--- src/rtl/rgb_fade_seq.sv ---
`default_nettype none
// ============================================================================
// Module      : rgb_fade_seq
// Description : Steps an RGB level triple through a fixed 6-colour palette
//               (fade, hold, advance) with a valid/ready handshake to a PWM
//               stage. Optional macro RGB_FADE_GAMMA_EN squares the duty.
// Revision    : 1.0  initial release
// ============================================================================
module rgb_fade_seq #(
  parameter int STEP_DIV   = 12000,
  parameter int HOLD_STEPS = 64
) (
  input  logic       iclk,
  input  logic       irst,
  input  logic       ien,
  input  logic       iready,
  output logic       ovalid,
  output logic [7:0] ovduty_r,
  output logic [7:0] ovduty_g,
  output logic [7:0] ovduty_b,
  output logic [2:0] ovidx
);

  localparam int c_cnt_w  = $clog2(STEP_DIV);
  localparam int c_hold_w = (HOLD_STEPS > 1) ? $clog2(HOLD_STEPS) : 1;
  localparam logic [c_cnt_w-1:0]  c_cnt_max   = c_cnt_w'(STEP_DIV - 1);
  localparam logic [c_hold_w-1:0] c_hold_last = c_hold_w'(HOLD_STEPS - 1);

  localparam logic [1:0] c_st_idle = 2'd0;
  localparam logic [1:0] c_st_fade = 2'd1;
  localparam logic [1:0] c_st_hold = 2'd2;

  logic [1:0]          r_state;
  logic [1:0]          w_state_nxt;
  logic [c_cnt_w-1:0]  r_cnt;
  logic [c_hold_w-1:0] r_hold_cnt;
  logic [7:0]          r_lvl_r, r_lvl_g, r_lvl_b;
  logic [2:0]          r_idx;
  logic                r_valid;

  logic [23:0] w_tgt;
  logic [7:0]  w_nxt_r, w_nxt_g, w_nxt_b;
  logic        w_run, w_tick_due, w_tick;
  logic        w_fade_tick, w_hold_tick, w_hold_done;
  logic        w_at_tgt, w_changed;

  function automatic logic [23:0] palette(input logic [2:0] idx);
    case (idx)
      3'd0:    palette = {8'd255, 8'd0,   8'd0  };
      3'd1:    palette = {8'd255, 8'd255, 8'd0  };
      3'd2:    palette = {8'd0,   8'd255, 8'd0  };
      3'd3:    palette = {8'd0,   8'd255, 8'd255};
      3'd4:    palette = {8'd0,   8'd0,   8'd255};
      3'd5:    palette = {8'd255, 8'd0,   8'd255};
      default: palette = 24'd0;
    endcase
  endfunction

  function automatic logic [7:0] step_toward(input logic [7:0] cur, input logic [7:0] tgt);
    if (cur < tgt)      step_toward = cur + 8'd1;
    else if (cur > tgt) step_toward = cur - 8'd1;
    else                step_toward = cur;
  endfunction

  assign w_tgt = palette(r_idx);

  // Tick decode: a tick that would overwrite a pending duty set is held back,
  // freezing the prescaler at its last count until the handshake has cleared.
  always_comb begin
    w_run       = ien && (r_state != c_st_idle);
    w_tick_due  = (r_cnt == c_cnt_max);
    w_tick      = w_run && w_tick_due && !r_valid;
    w_fade_tick = w_tick && (r_state == c_st_fade);
    w_hold_tick = w_tick && (r_state == c_st_hold);
    w_hold_done = w_hold_tick && (r_hold_cnt == c_hold_last);
    w_nxt_r     = step_toward(r_lvl_r, w_tgt[23:16]);
    w_nxt_g     = step_toward(r_lvl_g, w_tgt[15:8]);
    w_nxt_b     = step_toward(r_lvl_b, w_tgt[7:0]);
    w_at_tgt    = (w_nxt_r == w_tgt[23:16]) && (w_nxt_g == w_tgt[15:8]) &&
                  (w_nxt_b == w_tgt[7:0]);
    w_changed   = (w_nxt_r != r_lvl_r) || (w_nxt_g != r_lvl_g) || (w_nxt_b != r_lvl_b);
  end

  always_ff @(posedge iclk) begin
    if (irst) r_state <= c_st_idle;
    else      r_state <= w_state_nxt;
  end

  always_comb begin
    w_state_nxt = r_state;
    case (r_state)
      c_st_idle: if (ien) w_state_nxt = c_st_fade;
      c_st_fade: if (w_fade_tick && w_at_tgt) w_state_nxt = c_st_hold;
      c_st_hold: if (w_hold_done) w_state_nxt = c_st_fade;
      default:   w_state_nxt = c_st_idle;
    endcase
  end

  always_ff @(posedge iclk) begin
    if (irst) begin
      r_cnt      <= '0;
      r_hold_cnt <= '0;
      r_lvl_r    <= 8'd0;
      r_lvl_g    <= 8'd0;
      r_lvl_b    <= 8'd0;
      r_idx      <= 3'd0;
      r_valid    <= 1'b0;
    end else begin
      if (w_run && !(w_tick_due && r_valid))
        r_cnt <= w_tick_due ? '0 : r_cnt + c_cnt_w'(1);
      if (w_fade_tick) begin
        r_lvl_r <= w_nxt_r;
        r_lvl_g <= w_nxt_g;
        r_lvl_b <= w_nxt_b;
      end
      if (w_hold_tick)
        r_hold_cnt <= w_hold_done ? '0 : r_hold_cnt + c_hold_w'(1);
      if (w_hold_done)
        r_idx <= (r_idx == 3'd5) ? 3'd0 : r_idx + 3'd1;
      if (w_fade_tick && w_changed) r_valid <= 1'b1;
      else if (iready)              r_valid <= 1'b0;
    end
  end

  assign ovalid = r_valid;
  assign ovidx  = r_idx;

`ifdef RGB_FADE_GAMMA_EN
  function automatic logic [7:0] gamma(input logic [7:0] lvl);
    gamma = 8'(({8'd0, lvl} * {8'd0, lvl}) >> 8);
  endfunction

  assign ovduty_r = gamma(r_lvl_r);
  assign ovduty_g = gamma(r_lvl_g);
  assign ovduty_b = gamma(r_lvl_b);
`else
  assign ovduty_r = r_lvl_r;
  assign ovduty_g = r_lvl_g;
  assign ovduty_b = r_lvl_b;
`endif

endmodule
`default_nettype wire

--- config.mk ---
export PLATFORM = sky130hd
export DESIGN_NAME = rgb_fade_seq
export DESIGN_NICKNAME = d
export VERILOG_FILES = /design/src/rtl/rgb_fade_seq.sv
export SDC_FILE = /design/constraint.sdc
export NUM_CORES = 1
export LEC_CHECK = 0
export BUFFER_PORTS_ARGS = -buffer_cell sky130_fd_sc_hd__buf_2
export CAP_MARGIN = 20
export CELL_PAD_IN_SITES_DETAIL_PLACEMENT = 1
export CELL_PAD_IN_SITES_GLOBAL_PLACEMENT = 1
export CORE_ASPECT_RATIO = 1.2
export CORE_MARGIN = 2
export CORE_UTILIZATION = 40
export CTS_BUF_LIST = sky130_fd_sc_hd__clkbuf_8
export DETAILED_ROUTE_END_ITERATION = 8
export PLACE_DENSITY_LB_ADDON = 0.1
export SLEW_MARGIN = 10
export SYNTH_ARGS = -nofsm -noshare
export SYNTH_HDL_FRONTEND = slang
export SYNTH_SLANG_ARGS = --single-unit
--- constraint.sdc ---
create_clock -name iclk -period 3.5 [get_ports iclk]
set_input_delay 0.35 -clock iclk [delete_from_list [all_inputs] [get_ports iclk]]
set_output_delay 0.35 -clock iclk [all_outputs]
set_load 0.005 [all_outputs]
==> results of run 1 <==
==> state kept, by name, indices dropped and copies added (netlist names) <==
signal      cells
ovalid          1
ovduty_b        8
ovduty_g        8
ovduty_r        8
ovidx           3
r_cnt          14
r_hold_cnt      6
r_state         2
==> worst paths after layout <==
kind | from | end | slack [ns] | cells past startpoint
setup / recovery | ovidx[1] | r_state[0] | -0.29 | 13
hold / removal | iready | ovalid | 0.30 | 3
setup reg to reg | ovidx[1] | r_state[0] | -0.29 | 13
hold reg to reg | r_cnt[10] | r_cnt[10] | 0.51 | 2
==> final cells by class <==
cell class | count | area [um2] | area share, %
sequential | 50 | 1006 | 19.38
inverter | 16 | 60.06 | 1.157
tap | 126 | 157.7 | 3.038
clock buffer | 5 | 68.82 | 1.326
clock inverter | 3 | 48.80 | 0.9402
timing repair buffer | 111 | 763.2 | 14.71
multi-input combinational | 436 | 3085 | 59.45
==> cells by family after synthesis <==
group / Yosys count / synth area share (%)
xor+xnor: 36 / 7.873
flops: 50 / 24.99
simple gates: 245 / 32.08
compound gates: 114 / 18.90
buf+inv: 37 / 3.749
fa+ha+maj: 33 / 10.31
mux: 7 / 2.093
==> metrics by stage <==
step | setup slack (ns) | instance area [um2] | TNS, ns | total power, W | utilization [%]
after detailed placement | -0.2260 | 4791 | -0.3903 | 0.0006151 | 48.59
after floorplan | 0.002957 | 4050 | 0 | 0.0006057 | -
after global placement | -0.08771 | 4791 | -0.1342 | 0.0006134 | 48.59
after CTS | -0.1326 | 5082 | -0.2066 | 0.001065 | 51.55
final | -0.2852 | 5190 | -0.5235 | 0.001045 | 52.64
after global routing | -0.3669 | 5190 | -0.7290 | 0.001085 | 52.64
==> placed cells by master, fill, tap and decap left out, types with 6 or more instances in the layout <==
cell,n
buf_4,78
o21ai_1,6
nor2_1,56
buf_2,31
inv_1,16
nand3_1,21
and3_1,7
a211oi_1,6
a21oi_1,32
nor4_1,11
nand4_1,20
ha_4,8
nor3_1,14
xnor2_1,14
nand2b_1,6
nand2_1,43
dfxtp_1,48
or4_1,6
o21ai_0,20
or3_1,14
ha_1,25
and4_1,6
xor2_1,21
==> worst reg2reg max path, stage by stage (launching register included) <==
cell and delay, ns:
dfxtp_2 0.36, and2_4 0.17, ha_4 0.18, nor2_4 0.28
ha_4 0.26, a211oi_2 0.20, nor2_2 0.08, or3_4 0.46
mux2i_1 0.15, xor2_1 0.18, or4_4 0.53, or4_4 0.44
a31oi_1 0.16, a21bo_2 0.24
==> repair_timing <==
| action | CTS | global route |
|---|---|---|
| setup endpoints to repair | 2 | 2 |
| gates cloned | 1 | 0 |
| setup buffers | 5 | 7 |
| resized for setup | 18 | 21 |
| pin swaps | 7 | 12 |
==> layer usage <==
layer  vias to the layer above  GRT usage [%]  wire (um)
met5                         -              0          0
met4                         0          9.758        272
met3                        24          3.897        390
met2                        73          45.35       6981
met1                      2104          28.36       5638
li1                       2119              -          -
==> power by group through the flow <==
stage | Combinational, W | Sequential, W | Clock [W]
6_report | 0.0000283 | 0.000572 | 0.000444
5_1_grt | 0.0000313 | 0.000573 | 0.000480
4_1_cts | 0.0000288 | 0.000573 | 0.000463
3_5_place_dp | 0.0000287 | 0.000586 | 0
3_3_place_gp | 0.0000272 | 0.000586 | 0
2_1_floorplan | 0.0000199 | 0.000586 | 0
==> results by group, run 1 <==
Placement
  – Weighted congestion at the end of routability-driven global placement: 0.8753
  – Cell total after placement: approximately 730
  – Post-detailed-placement half-perimeter wirelength: 9632 um
  – Number of buffers added on ports: 31

Clocking
  – Clock root cell: clkbuf_8
  – Post-CTS Hold Fix Bufs: 0
  – TritonCTS clock tree: done
  – Number of H-tree levels: 2
  – Num CTS Buffers: 5
  – Sinks on the clock net: 50
  – Latest clock arrival within the worst-skew pair: between 0.3 and 0.4 ns
  – Post-CTS clock slew at the launch and capture registers of the worst setup and hold paths: 0.10 ns
  – Maximum buffer depth of the clock tree: 2

Critical path
  – Worst setup path class: flip-flop to flip-flop
  – Crit-path leading delay family: simple AND/OR/NAND/NOR gates
  – Max stage delay on crit path: ~0.53 ns
  – Startpoint Class: flip-flop
  – Highest net fanout along the worst path: 8
  – Critical Path AT: 4.00 ns
  – Critical Path Slowest Stage Cell: or4_4
  – Ordered list of cells on the worst path: and2_4 -> ha_4 -> nor2_4 -> ha_4 -> a211oi_2 -> nor2_2 -> or3_4 -> mux2i_1 -> xor2_1 -> or4_4 -> or4_4 -> a31oi_1 -> a21bo_2
  – Count of buffer and inverter cells on the critical path: 0
  – Type of destination of the critical path: flip-flop
  – Data required time at the worst endpoint: approximately 3.7 ns

Die
  – Initial cell density of the core: 40.62%
  – Core region area: a little under 0.01 mm2
  – Number of rows created at floorplan: 40
  – Vertical die dimension: 113.6 um
  – Die width: 95.35 um
  – I/O pin total: 32
  – Die Area: 0.01083 mm2

STA
  – Setup Skew: between 0.009 and 0.01 ns
  – Pin slew with the least headroom to its limit: 0.8422 ns
  – Maximum operating frequency: between 200 and 300 MHz
  – Final critical-path setup slack: -0.2852 ns
  – Final Hold Violating Endpoints: 0
  – Share of the clock period used by the worst path: 108.1%
  – Worst Hold Margin: 0.3014 ns
  – Final count of pins violating max slew: 0
  – Slew headroom: between 40% and 50%
  – Unrepaired setup endpoints after global routing: yes
  – Setup Viol. Count Final: 2
  – Post-route minimum period: about 3.8 ns

Routing
  – Number of nets with antenna violations after detailed routing: 0
  – 1st-pass router iterations: 4
  – Mean number of vias per cell: 5.783
  – Post-DR wirelength/cell: 17.78 um
  – Remaining DRCs: 0
  – DR vias: 4320
  – Initial DRC count: 130
  – Total wire length after detailed routing: roughly 13000 um

Final layout
  – Share of post-route cells with drive strength above 1: 27.70%
  – Net count reported at finish: 657
  – Area Overhead vs Synth: 29.58%
  – Antenna diode count: 0
  – # fillers: approximately 1200
  – Layout Cells excl Fill: 747

Synth
  – Async set-reset flop share out of synthesis: 0%
  – Top cell type's share of synthesized area: 24.99%
  – Unique masters post-synth: 65
  – Post-Syn Instances: 522
  – Sequential cell area fraction in the yosys report: 24.99%
  – Top cells by count, synth: nor2_1, dfxtp_1, nand2_1
  – Ranking of synthesized cells by area: dfxtp_1, ha_1, nor2_1
  – Most frequent cell after synthesis: nor2_1
  – Post-synth top area cell: dfxtp_1
  – Number of warnings printed during yosys synthesis: 0
  – Count of flip-flops with a built-in enable after synthesis: 0
  – Net count of the mapped netlist: 559
  – Mapped Area: 0.004005 mm2
  – Number of synthesized register bits: 50
  – Top flip-flop cell by instance count after synthesis: dfxtp_1
  – Average footprint of a synthesized cell: approximately 7.7 um2

Worst hold path
  – Min-Delay Path Class: primary input to flip-flop

Power
  – PwrDens: 201.3 mW/mm2
  – Flop pwr share: a little over half
  – Static leakage power: 2.086 nW
  – Worst-case vdd ir drop: roughly 0.00014 V
  – Clock power frac: 42.5%
  – Net switching power of the design: between 0.0002 and 0.00025 W
  – Combinational share of power: 2.7%
  – Internal: 0.0007961 W
  – Switching part of the total power: between 20% and 30%

Run status
  – Result of the run: finished, violations left
  – Failing checks: setup timing

Global route
  – Final global-route overflow total: 0
  – Wire length of the first global-routing pass: 21310 um
  – Maximum number of pins on one net before global-route repair: 43
  – Vias in the first global route: 4500
  – All-Layer GR Usage: roughly a quarter
  – Number of antenna violations at the first check in global routing: 0

Flow run
  – Number of max-cap violations: 0
Power figures use the tool's default switching activity.
==> run 2: changes to the inputs <==
--- a/config.mk
+++ b/config.mk
@@ -11,9 +11,10 @@
 export CELL_PAD_IN_SITES_GLOBAL_PLACEMENT = 1
 export CORE_ASPECT_RATIO = 1.2
 export CORE_MARGIN = 2
-export CORE_UTILIZATION = 40
+export CORE_UTILIZATION = 25
 export CTS_BUF_LIST = sky130_fd_sc_hd__clkbuf_8
 export DETAILED_ROUTE_END_ITERATION = 8
+export MAX_ROUTING_LAYER = met4
 export PLACE_DENSITY_LB_ADDON = 0.1
 export SLEW_MARGIN = 10
 export SYNTH_ARGS = -nofsm -noshare
==> results by group, run 2 (synthesis results as in run 1) <==
Run status
  – Result of the run: finished, violations left
  – Failing checks: setup timing

Critical path
  – Type of destination of the critical path: flip-flop
  – Highest net fanout along the worst path: 8 (unchanged)
  – Startpoint Class: flip-flop
  – Critical Path AT: 3.84 ns (-0.16 ns)
  – CP startpoint: ovidx[1]
  – Worst setup path class: flip-flop to flip-flop
  – Startpoint of the worst register-to-register path: ovidx[1]
  – Data required time at the worst endpoint: 3.75 ns (+0.04 ns)

Final layout
  – # fillers: 1917 (+56%)
  – Layout Cells excl Fill: 849 (+14%)
  – Antenna diode count: 0 (unchanged)
  – Net count reported at finish: 677 (+3.0%)
  – Area Overhead vs Synth: 36.39%
  – Largest register by flop count: r_cnt
  – Share of post-route cells with drive strength above 1: 29.95% (+2.3 points)
  – Flip-flop count of the largest register after layout: 14 (unchanged)
  – Most common cell after layout, fill and taps aside: buf_4
  – Utilization after layout: 34.93% (-18 points)
  – Commonest non-fill, non-tap cells in the layout: buf_4, nor2_1, dfxtp_1, nand2_1

Die
  – Initial cell density of the core: 25.61% (-15 points)
  – Die Area: 0.01705 mm2 (+57%)
  – Die width: 119.5 um (+25%)
  – I/O pin total: 32 (unchanged)
  – Vertical die dimension: 142.7 um (+26%)
  – Core region area: 0.01564 mm2 (+59%)
  – Number of rows created at floorplan: 50 (+25%)

Clocking
  – Maximum buffer depth of the clock tree: 2 (unchanged)
  – TritonCTS clock tree: done
  – Number of H-tree levels: 2 (unchanged)
  – Latest clock arrival within the worst-skew pair: 0.34 ns (+0.02 ns)
  – Post-CTS Hold Fix Bufs: 0 (unchanged)
  – Clock root cell: clkbuf_8
  – Post-CTS clock slew at the launch and capture registers of the worst setup and hold paths: 0.12 ns (+0.02 ns)
  – Sinks on the clock net: 50 (unchanged)
  – Num CTS Buffers: 5 (unchanged)

Routing
  – Number of nets with antenna violations after detailed routing: 0 (unchanged)
  – Post-DR wirelength/cell: 16.24 um (-8.7%)
  – 1st-pass router iterations: 4 (unchanged)
  – Total wire length after detailed routing: 13790 um (+3.8%)
  – Initial DRC count: 177 (+36%)
  – DR vias: 4292 (-0.65%)
  – Mean number of vias per cell: 5.055 (-13%)
  – Remaining DRCs: 0 (unchanged)

Power
  – Static leakage power: 2.183 nW (+4.6%)
  – Worst-case vdd ir drop: 0.0001137 V (-21%)
  – Net switching power of the design: 0.0002745 W (+10%)
  – PwrDens: 183.9 mW/mm2 (-8.7%)
  – Clock power frac: 40.0% (-2.5 points)
  – Combinational share of power: 2.9% (+0.2 points)
  – Internal: 0.0007301 W (-8.3%)
  – Switching part of the total power: 27.33% (+3.5 points)
  – Flop pwr share: 57.1% (+2.3 points)

STA
  – Share of the clock period used by the worst path: 102.8% (-5.4 points)
  – Final critical-path setup slack: -0.09775 ns (+0.1874 ns)
  – Pin slew with the least headroom to its limit: 0.4423 ns (-0.3999 ns)
  – Final Hold Violating Endpoints: 0 (unchanged)
  – Post-route minimum period: 3.598 ns (-0.1874 ns)
  – Accumulated negative setup slack: -0.1413 ns (+0.3821 ns)
  – Worst Hold Margin: 0.2691 ns (-0.03231 ns)
  – Setup Viol. Count Final: 2 (unchanged)
  – Final count of pins violating max slew: 0 (unchanged)
  – Maximum operating frequency: 278.0 MHz (+5.2%)
  – Slew headroom: 70.28% (+26 points)
  – Unrepaired setup endpoints after global routing: yes
  – Setup Skew: 0.008045 ns (-0.001042 ns)

Worst hold path
  – Min-Delay Path Class: primary input to flip-flop
  – Min-delay src: iready

Global route
  – All-Layer GR Usage: 16.96% (-7.9 points)
  – Maximum number of pins on one net before global-route repair: 24 (-44%)
  – Number of antenna violations at the first check in global routing: 0 (unchanged)
  – Wire length of the first global-routing pass: 22550 um (+5.8%)
  – Final global-route overflow total: 0 (unchanged)
  – Vias in the first global route: 4469 (-0.69%)

Placement
  – Number of buffers added on ports: 31 (unchanged)
  – Cell total after placement: 828 (+14%)
  – Post-detailed-placement half-perimeter wirelength: 10420 um (+8.1%)
  – Weighted congestion at the end of routability-driven global placement: 0.8576 (-2.0%)

Flow run
  – Number of max-cap violations: 0 (unchanged)
==> run 2: changes by cell type in the layout (fill, tap and decap cells not counted), moves of 2 or more <==
cell,change
buf_6,+2
nor2_2,-2
buf_12,+2
o21ai_0,+3
o21ai_1,-3
buf_4,+16
nor2_4,+2
==> run 2: worst paths after layout <==
kind                              endpoint  slack, ns  cells after the start
worst min register to register   r_cnt[10]       0.53                      2
worst max register to register  r_state[0]       -0.1                     14
worst min-delay path                ovalid       0.27                      3
worst max-delay path            r_state[0]       -0.1                     14
==> run 2: stage by stage <==
stage               setup slack [ns]   power, W  instance area, um2
global route                 -0.2600   0.001059                5463
detailed placement           -0.2248  0.0006164                5049
global placement             -0.1427  0.0006159                5049
CTS                         -0.08347   0.001037                5408
floorplan                   0.002957  0.0006057                4050
finish                      -0.09775   0.001005                5463
==> run 2: metal layers <==
layer	share of wire, %	global-route usage (%)
met5	0	-
met1	45	19.69
met4	1.9	5.263
met2	51	30.26
met3	1.5	2.356
==> run 2: power by group through the flow <==
stage / registers, W / logic (W) / clock network, W
floorplan: 0.000586 / 0.0000199 / 0
global placement: 0.000586 / 0.0000296 / 0
detailed placement: 0.000586 / 0.0000300 / 0
CTS: 0.000574 / 0.0000301 / 0.000433
global route: 0.000574 / 0.0000333 / 0.000452
finish: 0.000573 / 0.0000293 / 0.000402
==> run 2: final cells by class <==
class                      count  area [um2]  area share (%)
tap                          208       260.3           4.764
clock buffer                   5       68.82           1.260
multi-input combinational    436        3095           56.67
sequential                    50        1003           18.37
timing repair buffer         131       945.9           17.32
clock inverter                 3       28.78          0.5268
inverter                      16       60.06           1.099
==> run 2: worst max-delay path: stages, from the launching register on <==
cell and delay (ns):
dfxtp_2 0.34, and2_4 0.16, ha_4 0.18, buf_6 0.12
nor2_4 0.17, ha_4 0.22, nand4_1 0.17, a211oi_2 0.08
or3_4 0.44, mux2i_2 0.18, xor2_1 0.16, or4_4 0.52
or4_4 0.43, a31oi_1 0.13, a21bo_2 0.22
==> run 2: timing repair <==
action | CTS | global route
cloned | 1 | 0
setup endpoints to repair | 2 | 2
gates resized for setup | 32 | 8
buffers inserted | 11 | 1
pin swaps | 12 | 3
